### config.mk
export PLATFORM = sky130hd
export DESIGN_NAME = ft_out_arbiter_flat
export DESIGN_NICKNAME = d
export VERILOG_FILES = /design/src/rtl/ft_host_pkg.sv /design/src/rtl/ft_out_arbiter_if.sv /design/src/rtl/ft_out_arbiter_rr_priority_pick.sv /design/src/rtl/ft_out_arbiter.sv /design/src/flat_wrapper.sv
export SDC_FILE = /design/constraint.sdc
export NUM_CORES = 1
export LEC_CHECK = 0
export BUFFER_PORTS_ARGS = -buffer_cell sky130_fd_sc_hd__buf_2
export CAP_MARGIN = 0
export CORE_UTILIZATION = 24
export CTS_BUF_LIST = sky130_fd_sc_hd__clkbuf_16
export CTS_CLUSTER_DIAMETER = 40
export DETAILED_ROUTE_END_ITERATION = 12
export GPL_TIMING_DRIVEN = 1
export HOLD_SLACK_MARGIN = 0.02
export PLACE_DENSITY_LB_ADDON = 0.1
export SYNTH_ARGS = -nofsm -noshare
export SYNTH_HDL_FRONTEND = slang
export SYNTH_HIERARCHICAL = 1
export SYNTH_SLANG_ARGS = --single-unit
### constraint.sdc
create_clock -name clk -period 3.2 [get_ports clk]
set_input_delay 0.16 -clock clk [delete_from_list [all_inputs] [get_ports clk]]
set_output_delay 0.16 -clock clk [all_outputs]
set_load 0.005 [all_outputs]
### src/rtl/ft_host_pkg.sv
// Shared definitions for the FT245 host-side blocks: word width, default
// requester count and the out-arbiter state encoding.
package ft_host_pkg;

    localparam int FT_WORD_W          = 32;
    localparam int FT_NUM_REQ_DEFAULT = 2;

    typedef enum logic [1:0] {
        ARB_IDLE  = 2'd0,
        ARB_GRANT = 2'd1,
        ARB_XFER  = 2'd2
    } arb_state_e;

endpackage

### src/rtl/ft_out_arbiter_if.sv
// Requester side plus out-FIFO write side of the out arbiter.
// Handshake: a requester word moves when req_valid[i] & req_ready[i] are both
// high at a rising clk edge; once valid is raised, data/last stay stable until
// that edge. out_fifo_wr is a one-cycle write strobe that is never high while
// out_fifo_full is high.
interface ft_out_arbiter_if
    import ft_host_pkg::*;
#(
    parameter int NUM_REQ = FT_NUM_REQ_DEFAULT
);
    logic [NUM_REQ-1:0]           req_valid;
    logic [NUM_REQ-1:0]           req_last;
    logic [FT_WORD_W*NUM_REQ-1:0] req_data;
    logic [NUM_REQ-1:0]           req_ready;
    logic                         out_fifo_wr;
    logic [FT_WORD_W-1:0]         out_fifo_data;
    logic                         out_fifo_full;

    // Arbiter side
    modport master (
        input  req_valid, req_last, req_data, out_fifo_full,
        output req_ready, out_fifo_wr, out_fifo_data
    );

    // Requesters plus FIFO side
    modport slave (
        output req_valid, req_last, req_data, out_fifo_full,
        input  req_ready, out_fifo_wr, out_fifo_data
    );
endinterface

### src/rtl/ft_out_arbiter_rr_priority_pick.sv
// Combinational rotating-priority selector: the search starts one past the
// previous grant and wraps, so the most recent winner has lowest priority.
module rr_priority_pick #(
    parameter int NUM_REQ = 2
) (
    input  logic [NUM_REQ-1:0] req,
    input  logic [2:0]         last_grant,
    output logic [2:0]         winner,
    output logic               found
);

    logic [3:0] cand;

    // Walk the candidates in rotated order and keep the first requesting one
    always_comb begin
        winner = '0;
        found  = 1'b0;
        cand   = '0;
        for (int k = 0; k < NUM_REQ; k++) begin
            cand = {1'b0, last_grant} + 4'd1 + 4'(k);
            if (cand >= 4'(NUM_REQ)) begin
                cand = cand - 4'(NUM_REQ);
            end
            for (int j = 0; j < NUM_REQ; j++) begin
                if (!found && (cand == 4'(j)) && req[j]) begin
                    winner = 3'(j);
                    found  = 1'b1;
                end
            end
        end
    end

endmodule

### src/rtl/ft_out_arbiter.sv
// Packet-level round-robin arbiter in front of the out FIFO write port.
// A granted packet runs to its last word (or to MAX_WORDS) before any other
// requester is considered, so packets never interleave on the USB stream.
module ft_out_arbiter
    import ft_host_pkg::*;
#(
    parameter int NUM_REQ   = FT_NUM_REQ_DEFAULT,
    parameter int MAX_WORDS = 256
) (
    input  logic              clk,
    input  logic              rst,
    ft_out_arbiter_if.master  bus,
    output logic              busy,
    output logic [2:0]        grant_id,
    output logic              len_err,
    output logic [1:0]        dbg_state
);

    localparam int              CNT_W   = $clog2(MAX_WORDS) + 1;
    localparam logic [CNT_W-1:0] MAX_CNT = CNT_W'(MAX_WORDS);

    localparam logic [1:0] S_IDLE  = ARB_IDLE;
    localparam logic [1:0] S_GRANT = ARB_GRANT;
    localparam logic [1:0] S_XFER  = ARB_XFER;

    logic [1:0]           state_q, state_d;
    logic [2:0]           grant_q, grant_d;
    logic [CNT_W-1:0]     cnt_q, cnt_d;
    logic                 len_err_q, len_err_d;

    logic [2:0]           pick_idx;
    logic                 pick_found;
    logic                 in_xfer;
    logic                 sel_valid;
    logic                 sel_last;
    logic [FT_WORD_W-1:0] sel_data;
    logic [NUM_REQ-1:0]   ready_v;
    logic                 xfer_fire;

    rr_priority_pick #(
        .NUM_REQ (NUM_REQ)
    ) u_pick (
        .req        (bus.req_valid),
        .last_grant (grant_q),
        .winner     (pick_idx),
        .found      (pick_found)
    );

    // Route the granted requester's valid/last/data and build its ready bit
    always_comb begin
        in_xfer   = (state_q == S_XFER);
        sel_valid = 1'b0;
        sel_last  = 1'b0;
        sel_data  = '0;
        ready_v   = '0;
        for (int i = 0; i < NUM_REQ; i++) begin
            if (grant_q == 3'(i)) begin
                sel_valid  = bus.req_valid[i];
                sel_last   = bus.req_last[i];
                sel_data   = bus.req_data[FT_WORD_W*i +: FT_WORD_W];
                ready_v[i] = in_xfer && !bus.out_fifo_full;
            end
        end
        xfer_fire = in_xfer && !bus.out_fifo_full && sel_valid;
    end

    assign bus.req_ready     = ready_v;
    assign bus.out_fifo_wr   = xfer_fire;
    assign bus.out_fifo_data = in_xfer ? sel_data : '0;

    assign busy      = (state_q == S_GRANT) || (state_q == S_XFER);
    assign grant_id  = grant_q;
    assign len_err   = len_err_q;
    assign dbg_state = state_q;

    // FSM, winner capture, word counter and length guard
    always_comb begin
        state_d   = state_q;
        grant_d   = grant_q;
        cnt_d     = cnt_q;
        len_err_d = len_err_q;
        case (state_q)
            S_IDLE: begin
                if (pick_found) begin
                    state_d = S_GRANT;
                    grant_d = pick_idx;
                    cnt_d   = '0;
                end
            end
            S_GRANT: begin
                state_d = S_XFER;
            end
            S_XFER: begin
                if (xfer_fire) begin
                    cnt_d = cnt_q + 1'b1;
                    if (sel_last) begin
                        state_d = S_IDLE;
                    end else if ((cnt_q + 1'b1) == MAX_CNT) begin
                        // Runaway packet: release the port, the rest re-arbitrates
                        len_err_d = 1'b1;
                        state_d   = S_IDLE;
                    end
                end
            end
            default: begin
                state_d = S_IDLE;
            end
        endcase
    end

    // State registers; grant resets to the top index so requester 0 wins first
    always_ff @(posedge clk or posedge rst) begin
        if (rst) begin
            state_q   <= S_IDLE;
            grant_q   <= 3'(NUM_REQ - 1);
            cnt_q     <= '0;
            len_err_q <= 1'b0;
        end else begin
            state_q   <= state_d;
            grant_q   <= grant_d;
            cnt_q     <= cnt_d;
            len_err_q <= len_err_d;
        end
    end

endmodule

### src/flat_wrapper.sv
// flat-port wrapper written by rule: the top's interface ports become plain ports
module ft_out_arbiter_flat import ft_host_pkg::*;
#(
    parameter int NUM_REQ   = FT_NUM_REQ_DEFAULT,
    parameter int MAX_WORDS = 256
)
  (clk, rst, busy, grant_id, len_err, dbg_state, bus_req_valid, bus_req_last, bus_req_data, bus_out_fifo_full, bus_req_ready, bus_out_fifo_wr, bus_out_fifo_data);
  ft_out_arbiter_if #(.NUM_REQ(NUM_REQ)) bus_i ();
  input  logic clk;
  input  logic rst;
  output logic busy;
  output logic [2:0] grant_id;
  output logic len_err;
  output logic [1:0] dbg_state;
  input wire logic [$bits(bus_i.req_valid)-1:0] bus_req_valid;
  input wire logic [$bits(bus_i.req_last)-1:0] bus_req_last;
  input wire logic [$bits(bus_i.req_data)-1:0] bus_req_data;
  input wire logic [$bits(bus_i.out_fifo_full)-1:0] bus_out_fifo_full;
  output wire logic [$bits(bus_i.req_ready)-1:0] bus_req_ready;
  output wire logic [$bits(bus_i.out_fifo_wr)-1:0] bus_out_fifo_wr;
  output wire logic [$bits(bus_i.out_fifo_data)-1:0] bus_out_fifo_data;
  assign bus_i.req_valid = bus_req_valid;
  assign bus_i.req_last = bus_req_last;
  assign bus_i.req_data = bus_req_data;
  assign bus_i.out_fifo_full = bus_out_fifo_full;
  assign bus_req_ready = bus_i.req_ready;
  assign bus_out_fifo_wr = bus_i.out_fifo_wr;
  assign bus_out_fifo_data = bus_i.out_fifo_data;
  ft_out_arbiter #(.NUM_REQ(NUM_REQ), .MAX_WORDS(MAX_WORDS)) u_core (.clk(clk), .rst(rst), .bus(bus_i), .busy(busy), .grant_id(grant_id), .len_err(len_err), .dbg_state(dbg_state));
endmodule
==> results.md <==
- WHS Path Cells: 4
- Gate power share: 68.7%
- Hold Path End: u_core/len_err$_DFFE_PP0P_
- CTS Sinks: 15
- Dpl hpwl: 4.321 mm
- Drt first pass iters: 4
- Vias per cell: about 4.4
- Crit Path Class: register to register
- Most frequent cells in the layout: buf_2 (112), nor2_1 (41), mux2i_1 (34)
- First-pass GRT wire length: 8.721 mm
- CP Capture Type: register
- PwrDens: around 650 nW/um^2
- Leading area contributor after synthesis: dfrtp_1
- MaxCap Viol Count: 0
- Worst setup margin: around 0.23 ns
- Final period util: 92.85%
- Final GP Congestion: around 0.8
- Setup violators final: 0
- Worst-path clk slew: around 0.05 ns
- Design Power: between 0.0015 and 0.002 W
- Sequential share of power: between 15 and 20%
- Synth warn: 6
- Critical path cell sequence: ha_1 > xor2_2 > buf_4 > inv_1 > ha_1 > xnor2_1 > a22oi_1 > o22a_2 > nand2b_1 > nand2b_1 > nand2_1 > or2_4 > nor2b_1 > o21ai_1 > o31ai_2
- Outcome: complete, no violations
- Vias: between 1500 and 2000
- Minimum clock period: around 3 ns
- Clk pwr share: approximately 15%
- Max Root-Sink Buffers: 2
- Async set-reset flop share out of synthesis: between 90% and 100%
- Tot GR Track Use: 14.49%
- Mapped Cells: between 200 and 250
- Post-Syn Area per Cell: between 8 and 9 sq um
- Congestion Overflow GR: 0
- Initial antenna violation count: 0
- FMAX: 336.6 MHz
- TritonCTS clock tree: built
- Max-slew violation count: 0
- Worst hold path startpoint: bus_out_fifo_full
- Starting Density: 25.33%
- CP max stage delay: approximately 0.55 ns
- Synth Flop Type: dfrtp_1
- Floorplan Core Area: approximately 7000 sq um
- Cell-internal power: roughly 0.00092 W
- Die area: 7676 sq um
- Reg-to-reg slack, setup: around 0.23 ns
- Synth top area share: between 15 and 20%
- Crit start category: register
- Chip height: 87.62 um
- Sequential fraction of the synthesis area: 21.41%
- Worst-skew pair later-pin latency: 0.24 ns
- Slew @ Worst Pin: 0.6336 ns
- Commonest non-fill, non-tap cell in the layout: buf_2
- I/O pins: ~110
- Pre-CTS setup slack: 0.2584 ns
- Htree depth: 1
- Synth area leaders: dfrtp_1 (20%), mux2i_1 (19%), nor2_1 (8.7%)
- Num CTS Buffers: 3
- Worst clock skew: 0.001446 ns
- Worst R2R Start: u_core/grant_id[0]$_DFFE_PP1P_
- Vias in the first global route: about 1700
- FF+latch count, synth: 15
- Slew HR: 57.66%
- Maximum number of pins on one net before global-route repair: 26
- Layout cells sized above 1: between 40% and 50%
- Multi-input gate area: 1300 sq um
- DRT antenna net count: 0
- Post-Syn Area: ~1800 sq um
- 1st-iter DRT viols: between 60 and 70
- Required @ worst endpoint: approximately 3.4 ns
- Worst hold margin: around 0.28 ns
- R2r endpoint: u_core/cnt_q[8]$_DFFE_PP0P_
- Nets: slightly above 400
- Storage cell area: 376.6 sq um
- Peak supply drop: 0.2618 mV
- Layout area overhead: 43.31%
- CP max FO: 14
- Fillers: between 700 and 800
- Switching Power: 0.0007217 W
- Worst hold-check path type: primary input to register
- Die X-Extent: a little under 90 um
- Leak Pwr: approximately 1.3 nW
- R2R depth: 15
- Routed len/inst: about 13 um
- RSZ-0062 raised after global routing: no
- Critical path arrival: between 3 and 4 ns
- Setup TNS: 0 ns
- Routed WL: ~5.3 mm
- DRC Markers: 0
- Post-synth EDFFs: 0
- Netlist cell types: between 40 and 50
- Port-buffer cells: approximately 110
- Sw Share: between 40% and 50%
- Final Hold Vio Count: 0
- Rows: 30
- Diodes inserted: 0
- Root buf cell: clkbuf_16
- Slowest-stage cell, CP: dfstp_2
## kinds of logic (layout without fill, tap and decap cells)
group	count (synthesis)	after routing	share of synthesized area, %
and+or+nand+nor	90	90	23.97
muxes	39	39	22.55
AOI/OAI and AO/OA	34	34	13.80
buffers and inverters	18	131	5.121
DFF	15	15	21.41
adders and majority gates	12	12	8.535
xor gates and xnor gates	8	8	4.410
other	1	2	0.2132
## state kept, by name, summed over array words and instances, names as in the netlist
name and cells:
u_core/len_err 1, u_core/cnt_q 9, u_core/dbg_state 2, u_core/grant_id 3
## power groups by stage
stage | sequential [W] | combinational, W | clock [W]
detailed placement | 0.000275 | 0.00110 | 0
finish | 0.000271 | 0.00113 | 0.000243
CTS | 0.000272 | 0.00111 | 0.000249
global placement | 0.000273 | 0.00111 | 0
global route | 0.000277 | 0.00127 | 0.000259
floorplan | 0.000288 | 0.000774 | 0
## synthesized netlist by cell type (all sizes together), types with 2 or more instances
cell	number
nor2	41
mux2i	34
nand2	19
dfrtp	14
o21ai	14
ha	12
inv	8
buf	6
nand2b	6
mux2	5
nand3	5
o31ai	5
xor2	5
clkbuf	4
nor2b	4
nor3	3
xnor2	3
a21boi	2
a21oi	2
and2	2
and3	2
nor3b	2
## final cells by class
class	instances	area share [%]
multi-input cells	185	51.56
repair buffers	119	24.42
flip-flops and latches	15	14.94
well taps	96	4.764
clock buffers	3	2.978
inverters	8	1.191
clock inverters	1	0.1489
## routing by layer
metal  track usage (%)  vias to the layer above  routed length, um
li1                  -                      976                  -
met5                 0                        -                  0
met2             25.07                       55               2579
met3             2.733                        6                275
met1             18.81                      852               2413
met4             2.981                        0                 81
## worst max-delay path, delay by kind of cell (launching register included)
family | cells | cell delay [ns]
buffers and inverters | 2 | 0.18
adder cells (fa/ha/maj) | 2 | 0.42
XOR/XNOR | 2 | 0.42
flip-flops | 1 | 0.55
AND/OR/NAND/NOR | 5 | 0.77
AO/OA/AOI/OAI | 4 | 0.55
## worst max-delay path by stage
stage	endpoint	cells past startpoint	slack (ns)	from
finish	u_core/cnt_q[8]$_DFFE_PP0P_	15	0.23	u_core/grant_id[0]$_DFFE_PP1P_
floorplan	u_core/cnt_q[7]$_DFFE_PP0P_	15	0.34	u_core/grant_id[0]$_DFFE_PP1P_
global placement	u_core/cnt_q[8]$_DFFE_PP0P_	14	0.31	u_core/grant_id[0]$_DFFE_PP1P_
global route	u_core/cnt_q[4]$_DFFE_PP0P_	15	0.002	u_core/grant_id[0]$_DFFE_PP1P_
detailed placement	u_core/cnt_q[4]$_DFFE_PP0P_	14	0.26	u_core/grant_id[0]$_DFFE_PP1P_
CTS	u_core/cnt_q[4]$_DFFE_PP0P_	14	0.23	u_core/grant_id[0]$_DFFE_PP1P_
## timing repair
item | CTS | global route
hold buffers | 1 | 0
endpoints found under the hold margin | 14 | 0
resized for setup | 0 | 1
setup endpoints to repair | 0 | 5
setup buffers | 0 | 1
## stage by stage
stage / std cells / cell area (sq um) / utilization [%]
2_1_floorplan: 218 / 1763 / -
3_3_place_gp: 421 / 2421 / 34.86
3_5_place_dp: 421 / 2421 / 34.86
4_1_cts: 426 / 2510 / 36.14
5_1_grt: 427 / 2521 / 36.31
6_report: 427 / 2521 / 36.31
No activity file was read; power rests on OpenSTA's default activity.
